==> config.mk <==
export PLATFORM = sky130hd
export DESIGN_NAME = ecc_read_decoder_flat
export DESIGN_NICKNAME = d
export VERILOG_FILES = /design/src/rtl/ecc_pkg.sv /design/src/rtl/ecc_read_decoder_if.sv /design/src/rtl/ecc_syndrome_fix.sv /design/src/rtl/ecc_read_decoder.sv /design/src/flat_wrapper.sv
export SDC_FILE = /design/constraint.sdc
export NUM_CORES = 1
export LEC_CHECK = 0
export ABC_AREA = 1
export BUFFER_PORTS_ARGS = -buffer_cell sky130_fd_sc_hd__buf_4
export CORE_ASPECT_RATIO = 1.25
export CORE_UTILIZATION = 52
export CTS_BUF_LIST = sky130_fd_sc_hd__clkbuf_8
export DETAILED_ROUTE_END_ITERATION = 8
export PLACE_DENSITY = 0.79
export SLEW_MARGIN = 20
export SYNTH_ARGS = -nofsm -noshare
export SYNTH_HDL_FRONTEND = slang
export SYNTH_SLANG_ARGS = --single-unit
==> constraint.sdc <==
create_clock -name clk -period 1.6 [get_ports clk]
set_input_delay 0.32 -clock clk [delete_from_list [all_inputs] [get_ports clk]]
set_output_delay 0.32 -clock clk [all_outputs]
set_load 0.01 [all_outputs]
==> src/rtl/ecc_pkg.sv <==
// ecc_pkg: shared Hamming(12,8) layout, syndrome, data extraction and encode helpers.
package ecc_pkg;
  localparam int CODE_W = 12;
  localparam int DATA_W = 8;
  localparam int SYN_W = 4;
  localparam int PAR_IDX [SYN_W] = '{0, 1, 3, 7};
  localparam int DATA_IDX [DATA_W] = '{2, 4, 5, 6, 8, 9, 10, 11};
  // Each mask selects the code bits whose Hamming position has that syndrome bit set.
  localparam logic [CODE_W-1:0] SYN_MASK [SYN_W] = '{12'h555, 12'h666, 12'h878, 12'hF80};
  function automatic logic [SYN_W-1:0] calc_syndrome(input logic [CODE_W-1:0] code);
    logic [SYN_W-1:0] s;
    for (int b = 0; b < SYN_W; b++) s[b] = ^(code & SYN_MASK[b]);
    return s;
  endfunction
  function automatic logic [DATA_W-1:0] extract_data(input logic [CODE_W-1:0] code);
    logic [DATA_W-1:0] d;
    for (int k = 0; k < DATA_W; k++) d[k] = code[DATA_IDX[k]];
    return d;
  endfunction
  function automatic logic [CODE_W-1:0] encode(input logic [DATA_W-1:0] data);
    logic [CODE_W-1:0] c;
    logic [SYN_W-1:0] s;
    c = '0;
    for (int k = 0; k < DATA_W; k++) c[DATA_IDX[k]] = data[k];
    s = calc_syndrome(c);
    for (int b = 0; b < SYN_W; b++) c[PAR_IDX[b]] = s[b];
    return c;
  endfunction
endpackage

==> src/rtl/ecc_read_decoder_if.sv <==
// ecc_read_decoder_if: codeword input and decoded result handshake bundle.
interface ecc_read_decoder_if;
  import ecc_pkg::*;
  logic in_valid;
  logic in_ready;
  logic [CODE_W-1:0] in_code;
  logic out_valid;
  logic out_ready;
  logic [DATA_W-1:0] out_data;
  logic out_corrected;
  logic out_uncorrectable;
  logic [SYN_W-1:0] out_syndrome;
  modport slave (
    input in_valid, in_code, out_ready,
    output in_ready, out_valid, out_data, out_corrected, out_uncorrectable, out_syndrome
  );
  modport master (
    output in_valid, in_code, out_ready,
    input in_ready, out_valid, out_data, out_corrected, out_uncorrectable, out_syndrome
  );
endinterface

==> src/rtl/ecc_syndrome_fix.sv <==
// ecc_syndrome_fix: applies a registered syndrome to its codeword, yielding data and status flags.
module ecc_syndrome_fix
  import ecc_pkg::*;
(
  input  logic [CODE_W-1:0] i_code,
  input  logic [SYN_W-1:0]  i_syn,
  output logic [DATA_W-1:0] o_data,
  output logic              o_corrected,
  output logic              o_uncorrectable
);
  logic w_fixable;
  logic [CODE_W-1:0] w_flip;
  always_comb begin
    w_fixable = (i_syn != '0) && (i_syn <= SYN_W'(CODE_W));
    w_flip = w_fixable ? CODE_W'(1) << (i_syn - SYN_W'(1)) : '0;
    o_data = extract_data(i_code ^ w_flip);
    o_corrected = w_fixable;
    o_uncorrectable = i_syn > SYN_W'(CODE_W);
  end
endmodule

==> src/rtl/ecc_read_decoder.sv <==
// ecc_read_decoder: two-stage Hamming(12,8) SEC decoder with valid/ready flow control
// and saturating corrected/uncorrectable word counters.
module ecc_read_decoder
  import ecc_pkg::*;
#(
  parameter int CNT_W = 16
) (
  input  logic              clk,
  input  logic              rst_n,
  ecc_read_decoder_if.slave bus,
  input  logic              cnt_clear,
  output logic [CNT_W-1:0]  corr_cnt,
  output logic [CNT_W-1:0]  uncorr_cnt
);
  logic r_s1_valid;
  logic [CODE_W-1:0] r_s1_code;
  logic [SYN_W-1:0] r_s1_syn;
  logic r_out_valid, r_out_corr, r_out_unc;
  logic [DATA_W-1:0] r_out_data;
  logic [SYN_W-1:0] r_out_syn;
  logic [CNT_W-1:0] r_corr_cnt, r_uncorr_cnt;
  logic w_s2_load, w_in_ready, w_out_hs;
  logic [DATA_W-1:0] w_fix_data;
  logic w_fix_corr, w_fix_unc;
  assign w_s2_load = !r_out_valid || bus.out_ready;
  assign w_in_ready = !r_s1_valid || w_s2_load;
  assign w_out_hs = r_out_valid && bus.out_ready;
  ecc_syndrome_fix u_fix (
    .i_code(r_s1_code),
    .i_syn(r_s1_syn),
    .o_data(w_fix_data),
    .o_corrected(w_fix_corr),
    .o_uncorrectable(w_fix_unc)
  );
  always_ff @(posedge clk or negedge rst_n) begin
    if (!rst_n) begin
      r_s1_valid <= 1'b0;
      r_s1_code <= '0;
      r_s1_syn <= '0;
    end else begin
      if (w_in_ready) r_s1_valid <= bus.in_valid;
      if (w_in_ready && bus.in_valid) begin
        r_s1_code <= bus.in_code;
        r_s1_syn <= calc_syndrome(bus.in_code);
      end
    end
  end
  always_ff @(posedge clk or negedge rst_n) begin
    if (!rst_n) begin
      r_out_valid <= 1'b0;
      r_out_data <= '0;
      r_out_corr <= 1'b0;
      r_out_unc <= 1'b0;
      r_out_syn <= '0;
    end else if (w_s2_load) begin
      r_out_valid <= r_s1_valid;
      if (r_s1_valid) begin
        r_out_data <= w_fix_data;
        r_out_corr <= w_fix_corr;
        r_out_unc <= w_fix_unc;
        r_out_syn <= r_s1_syn;
      end
    end
  end
  // Clear wins over a same-cycle increment; counters stick at all-ones.
  always_ff @(posedge clk or negedge rst_n) begin
    if (!rst_n) begin
      r_corr_cnt <= '0;
      r_uncorr_cnt <= '0;
    end else begin
      r_corr_cnt <= cnt_clear ? '0 :
                    (w_out_hs && r_out_corr && !(&r_corr_cnt)) ? r_corr_cnt + CNT_W'(1) : r_corr_cnt;
      r_uncorr_cnt <= cnt_clear ? '0 :
                      (w_out_hs && r_out_unc && !(&r_uncorr_cnt)) ? r_uncorr_cnt + CNT_W'(1) : r_uncorr_cnt;
    end
  end
  assign bus.in_ready = w_in_ready;
  assign bus.out_valid = r_out_valid;
  assign bus.out_data = r_out_data;
  assign bus.out_corrected = r_out_corr;
  assign bus.out_uncorrectable = r_out_unc;
  assign bus.out_syndrome = r_out_syn;
  assign corr_cnt = r_corr_cnt;
  assign uncorr_cnt = r_uncorr_cnt;
endmodule

==> src/flat_wrapper.sv <==
// flat-port wrapper written by rule: the top's interface ports become plain ports
module ecc_read_decoder_flat import ecc_pkg::*;
#(
  parameter int CNT_W = 16
)
  (clk, rst_n, cnt_clear, corr_cnt, uncorr_cnt, bus_in_valid, bus_in_code, bus_out_ready, bus_in_ready, bus_out_valid, bus_out_data, bus_out_corrected, bus_out_uncorrectable, bus_out_syndrome);
  ecc_read_decoder_if bus_i ();
  input  logic clk;
  input  logic rst_n;
  input  logic cnt_clear;
  output logic [CNT_W-1:0] corr_cnt;
  output logic [CNT_W-1:0] uncorr_cnt;
  input wire logic [$bits(bus_i.in_valid)-1:0] bus_in_valid;
  input wire logic [$bits(bus_i.in_code)-1:0] bus_in_code;
  input wire logic [$bits(bus_i.out_ready)-1:0] bus_out_ready;
  output wire logic [$bits(bus_i.in_ready)-1:0] bus_in_ready;
  output wire logic [$bits(bus_i.out_valid)-1:0] bus_out_valid;
  output wire logic [$bits(bus_i.out_data)-1:0] bus_out_data;
  output wire logic [$bits(bus_i.out_corrected)-1:0] bus_out_corrected;
  output wire logic [$bits(bus_i.out_uncorrectable)-1:0] bus_out_uncorrectable;
  output wire logic [$bits(bus_i.out_syndrome)-1:0] bus_out_syndrome;
  assign bus_i.in_valid = bus_in_valid;
  assign bus_i.in_code = bus_in_code;
  assign bus_i.out_ready = bus_out_ready;
  assign bus_in_ready = bus_i.in_ready;
  assign bus_out_valid = bus_i.out_valid;
  assign bus_out_data = bus_i.out_data;
  assign bus_out_corrected = bus_i.out_corrected;
  assign bus_out_uncorrectable = bus_i.out_uncorrectable;
  assign bus_out_syndrome = bus_i.out_syndrome;
  ecc_read_decoder #(.CNT_W(CNT_W)) u_core (.clk(clk), .rst_n(rst_n), .bus(bus_i), .cnt_clear(cnt_clear), .corr_cnt(corr_cnt), .uncorr_cnt(uncorr_cnt));
endmodule
Yosys cells after proc, flatten, opt, wreduce, memory -nomap -nowiden
Cells that the tools add are included.
{"block": "totals", "reg_bits": 64, "latchBits": 0, "ram_bits": 0, "mem_bits_ro": 0, "input_bits": 17, "out_inout_bits": 48, "n_memories": 0}
{"block": "classes", "addsub": 3, "multipliers": 0, "div": 0, "magnitude_cmp": 2, "eq_ne": 0, "shift": 1, "n_mux": 5, "bitwise": 1, "reduce_logical": 23}
{"operator": "$mux W16", "n": 4}
{"operator": "$reduce_xor A12 Y1", "n": 4}
{"operator": "$add A16 B1 Y16 const B", "n": 2}
{"operator": "$reduce_and A16 Y1", "n": 2}
{"operator": "$mux W12", "n": 1}
{"operator": "$shl A1 B4 Y12 const A", "n": 1}
{"operator": "$xor A12 B12 Y12", "n": 1}
{"operator": "$logic_and A1 B1 Y1", "n": 7}
{"operator": "$gt A4 B4 Y1 const B", "n": 1}
{"operator": "$le A4 B4 Y1 const B", "n": 1}
{"operator": "$logic_not A1 Y1", "n": 4}
{"operator": "$reduce_bool A2 Y1", "n": 2}
{"operator": "$reduce_bool A4 Y1", "n": 1}
{"operator": "$sub A4 B1 Y4 const B", "n": 1}
{"operator": "$logic_or A1 B1 Y1", "n": 2}
{"operator": "$reduce_and A2 Y1", "n": 1}

Longest topological paths before layout
{"block": "depth", "ltp_word": 5, "mapped_depth": 10, "mapped_depth_nobuf": 9}

Cells and area by module
From an unflattened synthesis, not the netlist that was laid out.
{"block": "unflattened", "hier_cells": 494, "area_unflattened_um2": 3689.8}
{"mod": "ecc_read_decoder", "n_inst": 1, "cells_per_inst": 442, "area_each_um2": 3458.3, "seq_area_each_um2": 1601.5}
{"mod": "ecc_syndrome_fix", "n_inst": 1, "cells_per_inst": 52, "area_each_um2": 231.5, "seq_area_each_um2": 0.0}

Least setup slack after synthesis
OpenSTA, ideal clock, no wires.
{"block": "synth_path", "path_kind": "register -> register", "startpoint": "reg u_core.r_uncorr_cnt[0], in the netlist u_core.uncorr_cnt[0]", "endpoint": "reg u_core.r_uncorr_cnt[12], in the netlist u_core.uncorr_cnt[12]", "setup_ns": 0.066, "t_arrival_ns": 1.541, "required_time_ns": 1.534, "path_slack_ns": -0.007, "stages_incl_launch_ff": 10, "path_buffers": 1, "period_less_slack_ns": 1.607, "path_cell_list": "dfrtp_1 > ha_1 > nand3_1 > inv_2 > nand2_2 > nor2_4 > nor2_4 > buf_2 > nand4_1 > nand2_1"}
{"block": "synth_via", "elab_chain_len": 4, "word_cells_on_any_way": 7, "classes_between": "1 x add/sub; 2 x mux; 4 x reduce/logical"}
{"item": "start: declaration", "line": "ecc_read_decoder.sv:21", "text": "logic [CNT_W-1:0] r_corr_cnt, r_uncorr_cnt;"}
{"item": "start signal: assignment", "line": "ecc_read_decoder.sv:73", "text": "r_uncorr_cnt <= cnt_clear ? '0 :"}
{"item": "branches (longest 4 deep; another with $add A16 B1 Y16)"}
Several ways; the timed one is not identified. The select of a mux whose other input is x is not followed.
A chain may end at the register's enable or synchronous reset.

Final worst setup path
{"block": "layout_path", "startpoint": "reg u_core.r_corr_cnt[0], in the netlist u_core.corr_cnt[0]", "endpoint": "reg u_core.r_corr_cnt[10], in the netlist u_core.corr_cnt[10]"}
{"block": "layout_via", "elab_chain_len": 4, "word_cells_on_any_way": 7, "classes_between": "1 x add/sub; 2 x mux; 4 x reduce/logical"}
{"item": "start: declaration", "line": "ecc_read_decoder.sv:21"}
{"item": "start signal: assignment", "line": "ecc_read_decoder.sv:71", "text": "r_corr_cnt <= cnt_clear ? '0 :"}
{"item": "branches (longest 4 deep; another with $add A16 B1 Y16)"}
Several ways; the timed one is not identified. The select of a mux whose other input is x is not followed.

==> metrics.yaml <==
clock_tree:
  clock-sinks: 60
  clock_latency_ps: 340
  clock_path_buffers: 2
  cts_buffers: 9
  htree_levels: 3
  cts_root_buffer: "clkbuf_8"
  cts_tree: "yes"
  path_clk_slew_ps: 70
routing:
  num_vias: 3489
  remaining_drc_errors: 0
  routed_wl_um: 8450
  vias_per_cell: 5.31
  wl_per_cell_um: 12.9
  drt_iter0_markers: 267
  firstDrtPassIters: 5
  detail-route-antenna-nets: 0
place:
  place_congestion: 0.909
  dp_cells: 638
  io_buffers: 64
  hpwl_um: 6370
power_and_ir_drop:
  ir_drop_v: 0.000601
  power_density_nw_per_um2: 918
  p_clk_share_pct: 30.5
  seqPwrFrac_pct: 45.1
  p_leak_nw: 2.30
  switching_share_pct: 32.5
  intPower_w: 0.00278
  combPwrFrac_pct: 24.4
  switchingPower_w: 0.00134
  total_power_w: 0.00413
worst_setup_path:
  cp_common_cell: "nor2_4"
  critPathKind: "reg2reg"
  max_stage_delay_ps: 390
  reg2reg_slack_ps: 110
  cp-start-kind: "flop"
  r2r_start: "u_core.corr_cnt[0]"
  critPathCaptureType: "flop"
  r2r-end: "u_core.corr_cnt[10]"
  worst_ep_arrival_time_ps: 1720
  critPathMaxFanout: 12
  path_cells: "ha_1 > nand3_2 > inv_2 > nand2_2 > nor2_4 > nor2_4 > nor2_4 > buf_12 > nand2_1 > nand2_1"
  required_ps: 1830
  cpMaxStageDelayCell: "dfrtp_1"
  r2r.worst_path.cells: 10
synth:
  synthesis.nets: 482
  synth-xor-area-share_pct: 6.94
  synth_cell_types: 25
  synthSimpleGateAreaFrac_pct: 39.4
  synth-compound-area-share_pct: 3.93
  synth_mux_area_share_pct: 0
  synth_seq_cells: 60
  yosysWarnings: 0
  syn_area_sq_um: 3410
  synth_area_leaders: "dfrtp_1 (44%), nand2_1 (21%), nand4_1 (5.3%)"
  synth_cells: 463
  synthAdderAreaFrac_pct: 0.734
  ys_seq_area_share_pct: 44.1
  synth_top_area_share_pct: 44.1
  synth.avg_cell_area_sq_um: 7.36
  synth_top_family_by_area: "simple AND/OR/NAND/NOR gates"
  yosysTopAreaCell: "dfrtp_1"
cells_and_area:
  fill_cells: 518
  area_growth_pct: 31.9
  ff_latch_area_sq_um: 1500
  finalNetCount: 586
  drive_gt1_share_pct: 24.5
  multi_input_area_sq_um: 1760
  stdcell_count: 657
  diodes: 0
floorplanning:
  io_pins: 65
  die_w_um: 74.4
  dieArea_sq_um: 6880
  start_util_pct: 54.6
  die_h_um: 92.5
  fp.coreArea_sq_um: 6250
  std_cell_rows: 32
timing:
  min_period_ps: 1490
  fmax_mhz: 671
  fin_skew_ps: 6.95
  fin_crit_sh_pct: 93.2
  final_hold_viol_count: 0
  drv_slew: 0
  relSlewSlack_pct: 73.8
  setup_viol: 0
  worst_pin_slew_ps: 392
global_route:
  grtUsageTotal_pct: 25.9
  antenna_found_initial: 0
  overflow: 0
  grt_max_degree: 30
  grt_pass1_wl_um: 13800
  grt_pass1_vias: 3295
worst_hold_path:
  worstHoldEndpoint: "u_core.r_s1_code[8]"
  hp-class: "in2reg"
  hp-start: "bus_in_code[8]"
  holdPathStages: 3
run_status:
  status: "finished clean"
job:
  maxCapViolations: 0
worst max-delay path by stage:
stage,start,endpoint,depth (start not counted)
4_1_cts,u_core.corr_cnt[0],u_core.corr_cnt[10],9
6_report,u_core.corr_cnt[0],u_core.corr_cnt[10],10
3_5_place_dp,u_core.corr_cnt[0],u_core.corr_cnt[10],9
5_1_grt,u_core.uncorr_cnt[0],u_core.uncorr_cnt[12],9
2_1_floorplan,u_core.corr_cnt[0],u_core.corr_cnt[2],9
3_3_place_gp,u_core.corr_cnt[0],u_core.corr_cnt[0],9
power by group through the flow:
stage	Clock [W]	Sequential (W)	Combinational, W
4_1_cts	0.00128	0.00186	0.000979
3_3_place_gp	0	0.00188	0.000949
3_5_place_dp	0	0.00189	0.000975
2_1_floorplan	0	0.00193	0.000445
6_report	0.00126	0.00186	0.00101
5_1_grt	0.00135	0.00189	0.00111
per-layer routing:
metal | vias to the layer above | routed length, um | track usage [%]
met5 | - | 0 | 0
met4 | 0 | 100 | 10.4
met3 | 12 | 424 | 5.22
met2 | 116 | 4500 | 45.6
met1 | 1665 | 3430 | 29.9
li1 | 1696 | - | -
final cells by class:
class                           count  share of cell area [%]
Multi-Input combinational cell    362                    39.3
Sequential cell                    60                    33.4
Timing Repair Buffer              105                    18.4
Clock buffer                       10                    3.06
Inverter                           29                    2.42
Tap cell                           85                    2.37
Clock inverter                      6                    1.09
sequential cells by signal, summed over array words and instances, names as in the netlist:
name,cells
u_core.r_s1_syn,4
u_core.uncorr_cnt,16
u_core.bus.out_valid,1
u_core.bus.out_data,8
u_core.r_s1_valid,1
u_core.bus.out_corrected,1
u_core.bus.out_uncorrectable,1
u_core.bus.out_syndrome,4
u_core.corr_cnt,16
u_core.r_s1_code,8
worst max-delay path, delay by kind of cell, from the launching register on:
family | cells | cell delay (ps)
and+or+nand+nor | 7 | 570
adders and majority gates | 1 | 240
buffers and inverters | 2 | 190
DFF | 1 | 390
per-stage QoR:
step	setup TNS [ps]	worst slack (ps)	utilization [%]	hold slack (ps)	instance area [sq um]
final	0	109	72.0	194	4490
after global routing	-25.2	-14.8	72.0	182	4490
after CTS	0	36.3	70.9	181	4430
after detailed placement	0	51.5	67.8	263	4230
after global placement	0	136	67.8	261	4230
after floorplan	0	4.48	-	24.4	3410
cells in the mapped netlist, drive strengths merged:
| cell | count |
|---|---|
| nand2 | 188 |
| a22o | 1 |
| o21ai | 18 |
| nor2 | 52 |
| xnor2 | 7 |
| nand3b | 2 |
| nand4 | 29 |
| clkbuf | 8 |
| dfrtp | 60 |
| o21bai | 4 |
| inv | 29 |
| nor3 | 1 |
| nand3 | 31 |
| or2 | 6 |
| buf | 4 |
| ha | 2 |
| xor2 | 20 |
| a21oi | 1 |
layout by cell type, fill, tap and decap left out, types with 3 or more instances in the layout:
| cell | count |
|---|---|
| buf_4 | 99 |
| nor2_1 | 45 |
| nand2_1 | 186 |
| or2_2 | 6 |
| xor2_1 | 20 |
| o21ai_0 | 17 |
| nor2_4 | 5 |
| dfrtp_1 | 60 |
| xnor2_1 | 7 |
| inv_1 | 27 |
| nand4_1 | 29 |
| clkbuf_8 | 10 |
| nand3_1 | 29 |
| clkinvlp_4 | 3 |
| buf_6 | 3 |
| o21bai_1 | 4 |
cells by family after synthesis:
| group | count (synthesis) |
|---|---|
| fa+ha+maj | 2 |
| simple gates | 309 |
| xor+xnor | 27 |
| compound gates | 24 |
| buf+inv | 41 |
| flops | 60 |
repair_timing:
item / CTS / global route
hold endpoints to repair: 27 / 0
hold buffers: 1 / 0
setup endpoints to repair: 0 / 26
gates resized for setup: 0 / 11
setup buffers: 0 / 1
(Power assumes the default switching activity.)
